[src/rtl/seq_detector_param.sv]
// rtl/seq_detector_param.sv - parametrised serial pattern detector with saturating match counter (optional SD_PATTERN_LOAD_EN)
module seq_detector_param #(
  parameter int unsigned          PAT_W   = 3,
  parameter logic [PAT_W-1:0]     PATTERN = 3'b101,
  parameter int unsigned          CNT_W   = 8
) (
  input  logic             clk,
  input  logic             rst,
  input  logic             i,
  input  logic             in_valid,
  input  logic             overlap,
  input  logic             cnt_clr,
`ifdef SD_PATTERN_LOAD_EN
  input  logic             pat_load,
  input  logic [PAT_W-1:0] pat_in,
`endif
  output logic             match,
  output logic [CNT_W-1:0] match_cnt,
  output logic             cnt_sat
);

  localparam int unsigned        FILL_W   = $clog2(PAT_W);
  localparam logic [FILL_W-1:0]  FILL_MAX = FILL_W'(PAT_W - 1);

  generate
    if (PAT_W < 2 || PAT_W > 32) begin : g_bad_pat_w
      $error("seq_detector_param: PAT_W must be in 2..32");
    end
  endgenerate

  logic [PAT_W-2:0]  r_hist;
  logic [FILL_W-1:0] r_fill;
  logic [CNT_W-1:0]  r_cnt;

  logic [PAT_W-1:0]  w_cand;
  logic [PAT_W-1:0]  w_pat;
  logic              w_load;
  logic              w_accept;
  logic              w_match;

`ifdef SD_PATTERN_LOAD_EN
  logic [PAT_W-1:0]  r_pat;

  // Runtime pattern register; reset restores the elaborated default
  always_ff @(posedge clk) begin
    if (rst) begin
      r_pat <= PATTERN;
    end else if (pat_load) begin
      r_pat <= pat_in;
    end
  end

  assign w_pat  = r_pat;
  assign w_load = pat_load;
`else
  assign w_pat  = PATTERN;
  assign w_load = 1'b0;
`endif

  // Newest bit sits in the LSB so the candidate lines up with PATTERN (MSB oldest)
  assign w_cand   = {r_hist, i};
  // A pattern load discards history, so the bit presented alongside it is not accepted
  assign w_accept = in_valid & ~rst & ~w_load;
  assign w_match  = w_accept & (r_fill == FILL_MAX) & (w_cand == w_pat);

  // History shift register and fill count; a non-overlapping match restarts from empty
  always_ff @(posedge clk) begin
    if (rst || w_load) begin
      r_hist <= '0;
      r_fill <= '0;
    end else if (in_valid) begin
      if (w_match && !overlap) begin
        r_hist <= '0;
        r_fill <= '0;
      end else begin
        r_hist <= w_cand[PAT_W-2:0];
        if (r_fill != FILL_MAX) begin
          r_fill <= r_fill + FILL_W'(1);
        end
      end
    end
  end

  // Saturating match counter; clear wins over a simultaneous match
  always_ff @(posedge clk) begin
    if (rst || cnt_clr) begin
      r_cnt <= '0;
    end else if (w_match && !(&r_cnt)) begin
      r_cnt <= r_cnt + CNT_W'(1);
    end
  end

  assign match     = w_match;
  assign match_cnt = r_cnt;
  assign cnt_sat   = ~rst & (&r_cnt);

endmodule

[config.mk]
export PLATFORM = sky130hd
export DESIGN_NAME = seq_detector_param
export DESIGN_NICKNAME = d
export VERILOG_FILES = /design/src/rtl/seq_detector_param.sv
export SDC_FILE = /design/constraint.sdc
export NUM_CORES = 1
export LEC_CHECK = 0
export CORE_AREA = 4 4 41 43
export DETAILED_ROUTE_END_ITERATION = 6
export DIE_AREA = 0 0 45 47
export PLACE_DENSITY_LB_ADDON = 0.25
export SLEW_MARGIN = 5
export SYNTH_ARGS = -nofsm -noshare
export SYNTH_HDL_FRONTEND = slang
export SYNTH_SLANG_ARGS = --single-unit
[constraint.sdc]
create_clock -name clk -period 2.5 [get_ports clk]
set_input_delay 0.625 -clock clk [delete_from_list [all_inputs] [get_ports clk]]
set_output_delay 0.625 -clock clk [all_outputs]
set_load 0.02 [all_outputs]
* Word-level counts from Yosys, hierarchy flattened
Index checks and enable logic that the tools add are counted.
** Operators by class
- Add/subtract/negate cells :: 2
- $mul :: 0
- Divide/modulo/power cells :: 0
- $lt $le $gt $ge :: 0
- Equal/unequal tests :: 3
- Shift operators :: 0
- Multiplexer cells :: 3
- Bitwise gates (word level) :: 5
- Reductions and logical operators :: 8
** Operator list (number)
- $add A8 B1 Y8 const B :: 1
- $reduce_and A8 Y1 :: 1
- $mux W2 :: 3
- $and A1 B1 Y1 :: 4
- $eq A3 B3 Y1 const B :: 1
- $add A2 B1 Y2 const B :: 1
- $eq A2 B2 Y1 const B :: 1
- $logic_and A1 B1 Y1 :: 2
- $logic_not A1 Y1 :: 2
- $ne A2 B2 Y1 const B :: 1
- $reduce_and A2 Y1 :: 1
- $reduce_bool A2 Y1 :: 1
- $logic_or A1 B1 Y1 :: 1
- $not A1 Y1 :: 1
** Word-level totals
- Flip-flop bits (word level) :: 12
- Bits in latches :: 0
- Bits in writable memories :: 0
- Bits in read-only memories :: 0
- Bits of input ports :: 6
- Output and inout bits :: 10
- Logic and storage cells :: 24
- Memories kept :: 0

* Depth between registers and ports, before layout
Gate-level depths: netlist of the first run.
- Depth after elaboration :: 7
- Depth in mapped cells :: 8
- Gate-level depth less buffers :: 7

* Least setup slack after synthesis of the first run
No wires, ideal clock.
- Path kind :: flip-flop to output port
- Start point :: register r_cnt[0], in the netlist match_cnt[0]
- End point :: output port cnt_sat
- Arrival :: 1.450 ns
- Data required time :: 1.875 ns
- Path slack :: 0.425 ns
- Cell stages (with the launch flop) :: 5
- Buffers on the path :: 0
- Cells stage by stage :: dfxtp_1 -> ha_1 -> nand3_1 -> or2_2 -> nor2_1
** Between the ends
- Cells in the longest elaborated chain, start to end :: 2
** Ends and longest elaborated chain
- from (decl) :: RTL line 33 : logic [CNT_W-1:0] r_cnt;
- from (signal assigned) :: RTL line 89 : r_cnt <= r_cnt + CNT_W'(1);
- $reduce_and A8 Y1 :: RTL line 95 : assign cnt_sat = ~rst & (&r_cnt);
- $and A1 B1 Y1 :: RTL line 95
- to (decl) :: RTL line 19 : output logic cnt_sat
No other way between the ends.

* Final worst setup path of the first run
Ends and elaborated chain as after synthesis.

==> out/metrics.cfg, run 1 <==
[worst_setup_path]
timing.rr.end = match_cnt[5]$_SDFFE_PP0P_
ff2ff_setup_slack_ns = 0.65
worstSetupStartpoint = match_cnt[0]$_SDFFE_PP0P_
timing.critical_path.from_type = register
endpoint_kind = output pin
critPathCapture = cnt_sat
ff2ff_path_depth = 7
worst_ep_arrival_ns = 1.74
regToRegStartpoint = r_fill[0]$_SDFFE_PP0P_
critPathRequiredTime_ns = 1.88
timing.setup.critical_path_class = register to output pin
crit_fanout = 5

[synthesis]
syn_avg_cell_area_sq_um = 8.950
yosysWarningCount = 0
synth_top_area_share_pct = 37.28
synth_largest_area_cell = sky130_fd_sc_hd__dfxtp_1
synth_fp_nets = 80
post_synth_num_cell_types = 34
synth.top_cells.by_count = sky130_fd_sc_hd__dfxtp_1 (12), sky130_fd_sc_hd__a21oi_1 (5), sky130_fd_sc_hd__nor2_1 (5)
synthMostInstantiatedCell = sky130_fd_sc_hd__dfxtp_1
synth_register_bits = 12
synth_enable_flop_cells = 0
syn-instance-count = 72
ys_top_cells_by_area = sky130_fd_sc_hd__dfxtp_1 (37%), sky130_fd_sc_hd__a211oi_1 (4.7%), sky130_fd_sc_hd__a21oi_1 (3.9%), sky130_fd_sc_hd__ha_1 (3.9%), sky130_fd_sc_hd__nand4b_4 (3.7%)
synth_sequential_area_ratio_pct = 37.28
synth_ff_type = sky130_fd_sc_hd__dfxtp_1
synthesis.area_sq_um = 644.4
share_of_flip_flops_with_an_asynchronous_set_or_reset_after_synthesis_pct = 0

[timing]
fmaxAchievable_ghz = 0.4234
worst_clock_skew_ns = 0.001405
final_hold_viol_count = 0
timing.final.max_slew_violations = 0
tightestPinTransition_ns = 0.3892
finalCritPeriodShare_pct = 94.48
worst_slew_margin_rel_pct = 73.85
setup-violations-final = 0
whs_ns = 0.4974
grt_setup_unrepaired = false
period_minus_slack_ns = 2.362
setup_ws_ns = 0.1381
aggregate_negative_setup_slack_ns = 0

[route]
route.detailed.vias_per_inst = 5.761
drt-met1-wl_um = 656
routed-wl-met3_um = 108
route.detailed.drc = 0
final_antenna_net_count = 0
drt_pass1_iterations = 4
drt-total-wl_mm = 1.496
detail_route.iter0.violations = 12
drt-wirelength-per-cell_um = 13.24
routed-via-count = 651
topRoutingLayerUsed = met4
wl_met2_um = 718

[grt]
grt.total_usage_pct = 16.59
grt_max_degree = 9
grt_pass1_vias = 608
antenna_found_initial = 0
overflow = 0
global_route_wire_length_before_repair_mm = 2.566

[run_status]
run_status = finished clean

[die]
placement_rows = 13
initial_core_util_pct = 49.52
height_of_the_die_um = 47
core_sq_um = 1301
die_area_sq_um = 2115
die-width_um = 45
io_pins = 16

[final_layout]
layout.core_utilization_pct = 69.13
final.fill_count = 117
drive_above_1_share_pct = 21.43
seq_area_sq_um = 240.2
final_net_count = 107
multi_input_area_sq_um = 366.6
antenna-diode-count = 0
relative_area_change_from_synthesis_to_final_layout_pct = 39.61

[clock_tree]
clock_insertion_delay_worst_skew_ns = 0.27
clock_tree.htree_level_count = 1
clockRootBuffer = sky130_fd_sc_hd__clkbuf_4
post_cts_buffers = 0
max-clock-path-buffers = 2
numCtsBuffers = 3
cts_tree = yes
cts.clk_slew.worst_paths_ns = 0.08
cts_sinks = 12

[placed_design]
finalWeightedCongestion = 0.7925
numPortBuffers = 15
pre_cts_setup_slack_ns = -0.2757
hpwl_mm = 1.157

[power_and_ir_drop]
ir_worst_vdd_v = 0.0002790
leakage_power_of_the_design_nw = 0.3877
power-per-cell-area_nw_per_um2 = 432.6

[hold_path]
hold_crit_class = register to register

[job]
maxCapViolations = 0

-- sequential cells by signal, indices dropped and copies added (netlist names) --
register	flops
r_fill	2
r_hist	2
match_cnt	8
-- worst max-delay path, stage by stage, from the launching register on --
cell and delay [ns]:
sky130_fd_sc_hd__dfxtp_1 0.41, sky130_fd_sc_hd__ha_1 0.21, sky130_fd_sc_hd__nand3_1 0.13, sky130_fd_sc_hd__or2_2 0.31, sky130_fd_sc_hd__nor2_1 0.09, sky130_fd_sc_hd__dlygate4sd2_1 0.33
-- area by class of cell --
type | instances | area share, %
sequential | 12 | 26.70
clock buffer | 4 | 4.033
multi-input combinational | 52 | 40.75
tap | 15 | 2.086
timing repair buffer | 25 | 24.34
inverter | 5 | 2.086
-- cell usage in the layout, fill, tap and decap left out, types with 2 or more instances in the layout --
cell type,synthesis,routed
sky130_fd_sc_hd__buf_4,0,10
sky130_fd_sc_hd__nand3_1,3,3
sky130_fd_sc_hd__a21oi_1,5,5
sky130_fd_sc_hd__nor3_1,2,2
sky130_fd_sc_hd__dfxtp_1,12,12
sky130_fd_sc_hd__o21ai_0,4,4
sky130_fd_sc_hd__or3_1,2,2
sky130_fd_sc_hd__ha_1,2,2
sky130_fd_sc_hd__inv_1,4,4
sky130_fd_sc_hd__nor2_1,5,5
sky130_fd_sc_hd__and3_1,2,2
sky130_fd_sc_hd__clkbuf_4,0,3
sky130_fd_sc_hd__clkdlybuf4s50_1,0,13
sky130_fd_sc_hd__a31oi_1,2,2
sky130_fd_sc_hd__a211oi_1,4,4
sky130_fd_sc_hd__or2_2,2,2
sky130_fd_sc_hd__nand4_1,2,2
-- kinds of logic (layout without fill, tap and decap cells) --
kind of cell	Yosys count	count (layout)	share of synthesized area (%)
AND/OR/NAND/NOR	26	26	27.57
AO/OA/AOI/OAI	23	23	23.89
flip-flops	12	12	37.28
buffers and inverters	8	34	5.824
adder cells (fa/ha/maj)	2	2	3.883
multiplexers	1	1	1.553
-- per-stage QoR --
| step | power (mW) | instance area, sq um | cells |
|---|---|---|---|
| global route | 0.4082 | 899.6 | 113 |
| floorplan | 0.2242 | 644.4 | 72 |
| CTS | 0.3949 | 904.6 | 113 |
| global placement | 0.2393 | 869.6 | 109 |
| finish | 0.3892 | 899.6 | 113 |
| detailed placement | 0.2409 | 869.6 | 109 |
-- timing repair --
| item | CTS | global route |
|---|---|---|
| hold buffers | 0 | 0 |
| setup endpoints to repair | 2 | 1 |
| gates resized for setup | 3 | 1 |
-- per-layer routing --
metal  up-vias  GRT usage, %
met1       299         20.05
met3         2         3.831
met4         0         7.018
met5         -             0
met2        22         28.25
li1        328             -
-- worst min path at each step --
| stage | cells after the start | slack [ns] | startpoint | end |
|---|---|---|---|---|
| finish | 1 | 0.50 | r_fill[0]$_SDFFE_PP0P_ | r_fill[0]$_SDFFE_PP0P_ |
| global route | 1 | 0.52 | r_fill[0]$_SDFFE_PP0P_ | r_fill[0]$_SDFFE_PP0P_ |
| CTS | 1 | 0.49 | r_fill[0]$_SDFFE_PP0P_ | r_fill[0]$_SDFFE_PP0P_ |
| detailed placement | 2 | 0.48 | r_hist[0]$_SDFFE_PP0P_ | r_hist[0]$_SDFFE_PP0P_ |
| global placement | 2 | 0.47 | r_hist[0]$_SDFFE_PP0P_ | r_hist[0]$_SDFFE_PP0P_ |
| floorplan | 1 | 0.44 | r_fill[0]$_SDFFE_PP0P_ | r_fill[0]$_SDFFE_PP0P_ |
-- power breakdown --
group	internal [mW]	total, mW	leakage, nW	switching (mW)
clock	0.0885	0.153	0.0210	0.0644
combinational	0.0207	0.0380	0.269	0.0173
sequential	0.195	0.198	0.0973	0.00321
total	0.304	0.389	0.388	0.0849
No activity file was read; power rests on OpenSTA's default activity.
==> inputs of run 2 (changes only) <==
--- a/config.mk
+++ b/config.mk
@@ -6,8 +6,10 @@
 export NUM_CORES = 1
 export LEC_CHECK = 0
 export CORE_AREA = 4 4 41 43
+export CTS_CLUSTER_DIAMETER = 100
 export DETAILED_ROUTE_END_ITERATION = 6
 export DIE_AREA = 0 0 45 47
+export GPL_ROUTABILITY_DRIVEN = 1
 export PLACE_DENSITY_LB_ADDON = 0.25
 export SLEW_MARGIN = 5
 export SYNTH_ARGS = -nofsm -noshare
==> results of run 2 <==
Final layout, timing and power as in run 1 (identical DEF).
